### config.mk
export PLATFORM = sky130hd
export DESIGN_NAME = ram_access_arb
export DESIGN_NICKNAME = d
export VERILOG_FILES = /design/src/rtl/ram_access_arb.sv
export SDC_FILE = /design/constraint.sdc
export NUM_CORES = 1
export LEC_CHECK = 0
export BUFFER_PORTS_ARGS = -buffer_cell sky130_fd_sc_hd__buf_2
export CAP_MARGIN = 40
export CORE_UTILIZATION = 53
export CTS_CLUSTER_SIZE = 24
export DETAILED_ROUTE_END_ITERATION = 10
export PLACE_DENSITY = 0.95
export SLEW_MARGIN = 20
export SYNTH_ARGS = -nofsm -noshare
export SYNTH_HDL_FRONTEND = slang
export SYNTH_SLANG_ARGS = --single-unit
### constraint.sdc
create_clock -name clk -period 4.6 [get_ports clk]
set_input_delay 0.69 -clock clk [delete_from_list [all_inputs] [get_ports clk]]
set_output_delay 0.69 -clock clk [all_outputs]
set_load 0.02 [all_outputs]
### src/rtl/ram_access_arb.sv
// ============================================================================
// Module   : ram_access_arb
// Brief    : Round-robin write/read arbiter with bounded bursts and an array
//            fill engine, driving a single-port synchronous RAM.
// Revision : 1.0 - initial release
// ============================================================================
`default_nettype none

module ram_access_arb #(
    parameter int          AW        = 8,
    parameter int          DW        = 8,
    parameter int          BURST_MAX = 4,
    parameter int          INIT_INC  = 1,
    parameter logic [DW-1:0] INIT_VAL = '0
) (
    input  logic          clk,
    input  logic          rst,
    input  logic          wr_req,
    input  logic [AW-1:0] wr_addr,
    input  logic [DW-1:0] wr_data,
    output logic          wr_gnt,
    input  logic          rd_req,
    input  logic [AW-1:0] rd_addr,
    output logic          rd_gnt,
    output logic          rd_valid,
    output logic [DW-1:0] rd_data,
    input  logic          init_start,
    output logic          init_done,
    output logic          busy,
    output logic          ram_en,
    output logic          ram_we,
    output logic [AW-1:0] ram_addr,
    output logic [DW-1:0] ram_din,
    input  logic [DW-1:0] ram_dout
);

    localparam int            c_CW   = (BURST_MAX > 1) ? $clog2(BURST_MAX) : 1;
    localparam logic [c_CW-1:0] c_BURST_LAST = c_CW'(BURST_MAX - 1);
    localparam logic [AW:0]   c_INIT_LAST = {1'b0, {AW{1'b1}}};

    typedef enum logic [1:0] {
        ST_OWN_W = 2'd0,
        ST_OWN_R = 2'd1,
        ST_INIT  = 2'd2
    } state_t;

    state_t          state_q, state_d;
    logic [c_CW-1:0] burst_q, burst_d;
    logic [AW:0]     init_cnt_q, init_cnt_d;
    logic            en_q, en_d;
    logic            we_q, we_d;
    logic [AW-1:0]   addr_q, addr_d;
    logic [DW-1:0]   din_q, din_d;
    logic            rd_issue_q, rd_issue_d;
    logic            rd_valid_q;
    logic            init_done_q, init_done_d;

    logic w_own_r;
    logic w_wr_gnt;
    logic w_rd_gnt;

    assign w_own_r = (state_q == ST_OWN_R);

    always_comb begin
        state_d     = state_q;
        burst_d     = burst_q;
        init_cnt_d  = init_cnt_q;
        en_d        = 1'b0;
        we_d        = 1'b0;
        addr_d      = addr_q;
        din_d       = din_q;
        rd_issue_d  = 1'b0;
        init_done_d = 1'b0;
        w_wr_gnt    = 1'b0;
        w_rd_gnt    = 1'b0;

        case (state_q)
            ST_OWN_W, ST_OWN_R: begin
                w_wr_gnt = wr_req && (!rd_req || !w_own_r);
                w_rd_gnt = rd_req && !w_wr_gnt;
                if (w_wr_gnt) begin
                    en_d   = 1'b1;
                    we_d   = 1'b1;
                    addr_d = wr_addr;
                    din_d  = wr_data;
                end else if (w_rd_gnt) begin
                    en_d       = 1'b1;
                    addr_d     = rd_addr;
                    rd_issue_d = 1'b1;
                end
                // Under contention the owner is the one transferring.
                if (wr_req && rd_req) begin
                    if (burst_q == c_BURST_LAST) begin
                        state_d = w_own_r ? ST_OWN_W : ST_OWN_R;
                        burst_d = '0;
                    end else begin
                        burst_d = burst_q + c_CW'(1);
                    end
                end else begin
                    burst_d = '0;
                    if (w_wr_gnt) begin
                        state_d = ST_OWN_W;
                    end else if (w_rd_gnt) begin
                        state_d = ST_OWN_R;
                    end
                end
                if (init_start) begin
                    state_d    = ST_INIT;
                    init_cnt_d = '0;
                end
            end
            ST_INIT: begin
                en_d       = 1'b1;
                we_d       = 1'b1;
                addr_d     = init_cnt_q[AW-1:0];
                din_d      = (INIT_INC != 0) ? DW'(init_cnt_q[AW-1:0]) : INIT_VAL;
                init_cnt_d = init_cnt_q + (AW+1)'(1);
                if (init_cnt_q == c_INIT_LAST) begin
                    state_d     = ST_OWN_W;
                    burst_d     = '0;
                    init_done_d = 1'b1;
                end
            end
            default: begin
                state_d = ST_OWN_W;
            end
        endcase
    end

    always_ff @(posedge clk or posedge rst) begin
        if (rst) begin
            state_q     <= ST_OWN_W;
            burst_q     <= '0;
            init_cnt_q  <= '0;
            en_q        <= 1'b0;
            we_q        <= 1'b0;
            addr_q      <= '0;
            din_q       <= '0;
            rd_issue_q  <= 1'b0;
            rd_valid_q  <= 1'b0;
            init_done_q <= 1'b0;
        end else begin
            state_q     <= state_d;
            burst_q     <= burst_d;
            init_cnt_q  <= init_cnt_d;
            en_q        <= en_d;
            we_q        <= we_d;
            addr_q      <= addr_d;
            din_q       <= din_d;
            rd_issue_q  <= rd_issue_d;
            rd_valid_q  <= rd_issue_q;
            init_done_q <= init_done_d;
        end
    end

    assign wr_gnt    = w_wr_gnt & ~rst;
    assign rd_gnt    = w_rd_gnt & ~rst;
    assign busy      = (state_q == ST_INIT);
    assign ram_en    = en_q;
    assign ram_we    = we_q;
    assign ram_addr  = addr_q;
    assign ram_din   = din_q;
    assign rd_valid  = rd_valid_q;
    assign rd_data   = ram_dout;
    assign init_done = init_done_q;

endmodule

`default_nettype wire

# [Yosys cells after proc, flatten, opt, wreduce, memory -nomap -nowiden]
# Index checks and enable logic that the tools add are counted.
[totals] mem_bits_rw=0 latchBits=0 input_bits=37 romBits=0 output_inout_bits=31 ff_bits=34 n_memories=0 wordCells=69
[classes] div_mod_pow=0 mul=0 mux=29 n_bitwise=3 add_sub_neg=2 shifts=0 magnitude_cmp=0 n_reduce_logical=15 eq_ne=10
[ops] cell="$pmux 8 s2" n=2
[ops] cell="$mux 8" n=3
[ops] cell="$pmux 9 s2" n=1
[ops] cell="$mux 2" n=8
[ops] cell="$mux 1" n=10
[ops] cell="$add 9x1->9 const B" n=1
[ops] cell="$eq 9x8->1 const B" n=1
[ops] cell="$mux 9" n=1
[ops] cell="$pmux 2 s2" n=2
[ops] cell="$reduce_and 2->1" n=4
[ops] cell="$ne 5x5->1 const B" n=1
[ops] cell="$eq 2x2->1 const B" n=2
[ops] cell="$ne 2x2->1 const B" n=2
[ops] cell="$ne 4x4->1 const B" n=1
[ops] cell="$pmux 1 s2" n=2
[ops] cell="$logic_and 1x1->1" n=3
[ops] cell="$logic_not 1->1" n=3
[ops] cell="$ne 3x3->1 const B" n=1
[ops] cell="$reduce_and 3->1" n=1
[ops] cell="$add 2x1->2 const B" n=1
[ops] cell="$and 1x1->1" n=2
[ops] cell="$eq 2x1->1 const B" n=1
[ops] cell="$logic_not 2->1" n=1
[ops] cell="$ne 2x1->1 const B" n=1
[ops] cell="4 further kinds" n=4

# [Logic depth before layout (Yosys ltp)]
[logic_depth] word_depth=11 depth_mapped=7 depth_no_buf=7

# [Least setup slack after synthesis]
# Ideal clock, no wire load.
[synth_path] path_type="input to output" startpoint="input rst" endpoint="output wr_gnt" stages=2 setup_slack_ns=2.098 arrival_time_ns=1.812 required_ns=3.910 cell_sequence="inv_1 -> and3_1"
[synth_via] elab_chain_len=2
[synth_rtl] element="start, declared" line="17" rtl="input logic rst,"
[synth_rtl] element="$not 1->1" line="156" rtl="assign wr_gnt = w_wr_gnt & ~rst;"
[synth_rtl] element="$and 1x1->1" line="156"
[synth_rtl] element="end, declared" line="21" rtl="output logic wr_gnt,"
# No other way between the ends.

# [Final worst setup path]
[layout_path] startpoint="register state_q[1]" endpoint="output wr_gnt"
[layout_via] elab_chain_len=6
[layout_rtl] element="start, declared" line="47" rtl="state_t state_q, state_d;"
[layout_rtl] element="start signal, assigned" line="143" rtl="state_q <= state_d;"
[layout_rtl] element="$eq 2x1->1" line="62, 77"
[layout_rtl] element="$logic_not 1->1" line="79" rtl="w_wr_gnt = wr_req && (!rd_req || !w_own_r);"
[layout_rtl] element="$logic_or 1x1->1" line="79"
[layout_rtl] element="$logic_and 1x1->1" line="79"
[layout_rtl] element="$mux 1 *" line="77" rtl="case (state_q)"
[layout_rtl] element="$and 1x1->1 *" line="156"
# Every way passes the cells marked *; elsewhere a longest branch is shown, timed or not.

==> results.toml <==
[run_status]
status = "completed"

[global_route]
grt_usage_pct = 25.7
grt_pass1_wl_mm = 6.77
antenna_found_initial = 0
grt_max_degree = 36
grt.overflow.total = 0
grt_pass1_vias = 1582

[clock_tree]
cts_made_buffers = 5
cts_buffer_depth = 2
worstSkewPairLatency_ns = 0.34
root_buffer = "clkbuf_4"
cts_tree = "done"
cts.repair.resized = 0
cts_hold_buf = 0
cts_max_level = 2
clkTransAtPathRegs_ns = 0.10
clock-sinks = 34
postCtsSetupRepairBufs = 0

[detailed_routing]
ant_nets = 0
dr.first_iter.drc_count = 75
dr.pass1.iters = 4
via_per_inst = 5.95
drc_errors = 0
routedWlPerCell_um = 15.0
vias = 1584
routed_wl_mm = 3.98

[synthesis]
syn_area_per_cell_um2 = 10.0
ys_seq_elements = 34
syn_area_um2 = 1830
syn_inst = 183
seq_area_frac_synth_pct = 46.5
yosysWarnings = 0
yosysUniqueCellTypes = 42
synth_nets = 223

[layout]
multi_input_area_um2 = 806
fin_util_pct = 65.8
fill_cells = 248
drive_gt1_share_pct = 29.7
nets = 261
mostFrequentLayoutCells = "buf_2 (51), dfrtp_1 (34), nand2_1 (16), o21ai_0 (10), inv_1 (10)"
final_common_cell = "buf_2"
diodes = 0
ff_latch_area_um2 = 851
syn2layout_area_growth_pct = 13.4

[timing]
clock_skew_ns = 0.00703
drv_slew = 0
hold_violations = 0
rsz0062_at_grt = "no"
slew_headroom_pct = 46.3
fin_crit_ns = 2.77
final.period_utilization_pct = 60.3
worstMarginPinSlew_ns = 0.806
setup_viol = 0
fin_tns_setup_ns = 0
maxClockFrequency_mhz = 361

[floorplan]
fp.dieW_um = 60.8
die-area_um2 = 3690
row_count = 20
die_h_um = 60.8
ios = 68
coreArea_um2 = 3150
start_util_pct = 58.1

[place]
place_congestion = 0.869
place.detailed.hpwl_mm = 2.88
port_buffers = 51

[critical_path]
setup.worst_path.end_class = "output pin"
arrival_ns = 2.08
critical-path-max-stage-delay_ns = 0.88
r2r_slack_ns = 2.44
required_ns = 3.91
path_cells = "inv_1 > and3_1 > buf_2"
worstSetupStartpointType = "register"
crit_fanout = 27
slowest_stage = "dfrtp_1"
worst-setup-path-type = "register to output pin"

[pwr]
ir_drop_mv = 0.283
power_density_nw_per_um2 = 536
leakagePower_nw = 0.974

[worst_hold_path]
hold_path.class = "register to register"

[flow_run]
maxCapViolations = 0
path summary, 6_finish.rpt:
| kind | start | to | cells past startpoint |
|---|---|---|---|
| setup / recovery | state_q[1] | wr_gnt | 3 |
| hold / removal | rd_issue_q | rd_valid | 0 |
| setup reg to reg | state_q[1] | ram_din[5] | 3 |
| hold reg to reg | rd_issue_q | rd_valid | 0 |
| max in group asynchronous | rst | ram_din[7] | 3 |
| min in group asynchronous | rst | ram_addr[3] | 3 |
synth_stat cells:
library cell | n | area share [%]
buf_6 | 2 | 1.2
nor3_2 | 1 | 0.55
nor2b_1 | 3 | 1.0
dfrtp_1 | 34 | 46
and2_1 | 6 | 2.1
inv_2 | 1 | 0.20
a32oi_1 | 8 | 3.8
o41ai_1 | 2 | 0.96
nor2_1 | 6 | 1.2
or2_2 | 1 | 0.34
a21oi_2 | 1 | 0.48
o311ai_0 | 3 | 1.4
o21ai_0 | 10 | 2.7
xnor2_1 | 1 | 0.48
a22o_1 | 1 | 0.48
a221o_1 | 7 | 3.8
and2_0 | 1 | 0.34
nand4b_1 | 2 | 0.96
and3_1 | 1 | 0.34
nand2_1 | 16 | 3.3
buf_4 | 9 | 3.7
o311ai_1 | 1 | 0.48
nand4_1 | 2 | 0.68
clkbuf_1 | 5 | 1.0
mux2i_1 | 4 | 2.2
buf_2 | 4 | 1.1
a21boi_2 | 1 | 0.62
nand2b_1 | 6 | 2.1
o22ai_1 | 5 | 1.7
a21bo_2 | 1 | 0.55
o221a_1 | 1 | 0.62
inv_1 | 10 | 2.1
nand2b_2 | 1 | 0.48
nor3_1 | 2 | 0.55
a21boi_0 | 2 | 0.82
ha_1 | 3 | 2.1
nand3_1 | 4 | 1.1
a31oi_1 | 2 | 0.68
or4_1 | 2 | 0.82
xor2_1 | 3 | 1.4
o211ai_1 | 7 | 2.9
buf_1 | 1 | 0.20
cells by family after synthesis:
family	count (synthesis)	synth area share, %
multiplexers	4	2.19
AO/OA/AOI/OAI	52	22.1
adder cells (fa/ha/maj)	3	2.05
AND/OR/NAND/NOR	54	15.8
flip-flops	34	46.5
buffers and inverters	32	9.50
XOR/XNOR	4	1.91
critical path, delay by kind of cell (launching register included):
kind                   cells  cell delay [ns]
buffers and inverters      2             0.59
AND/OR/NAND/NOR            1             0.27
flip-flops                 1             0.88
report_power, final:
group / switching (W) / internal [W] / total, W
Combinational: 0.000263 / 0.000180 / 0.000443
Clock: 0.0000980 / 0.0000740 / 0.000172
Sequential: 0.000106 / 0.000391 / 0.000497
metal layers:
metal	wire length, um	GRT usage, %	vias to the layer above
met4	136	16.6	0
met1	1670	29.0	778
met5	0	0	-
met2	1990	43.5	48
li1	-	-	743
met3	180	6.40	15
sequential cells by signal, summed over array words and instances, names as in the netlist:
signal and cells:
init_cnt_q 9, rd_issue_q 1, ram_din 8, ram_addr 8, state_q 2, init_done 1, rd_valid 1, burst_q 2
ram_we 1, ram_en 1
stage by stage:
stage	worst slack (ns)	total power (W)	area, um^2	cells	hold slack (ns)
final	1.83	0.00111	2080	266	0.349
after global routing	1.67	0.00120	2080	266	0.381
after CTS	1.84	0.00112	2080	266	0.362
after detailed placement	2.15	0.000947	2020	258	0.336
after global placement	2.20	0.000923	2020	258	0.332
after floorplan	2.10	0.000830	1830	183	0.331
area by class of cell:
cell class	instances	area share, %
clock buffers	7	2.65
multi-input cells	117	38.8
flip-flops and latches	34	41.0
inverters	11	1.99
repair buffers	52	12.7
clock inverters	1	0.241
well taps	44	2.65
(Power assumes the default switching activity.)
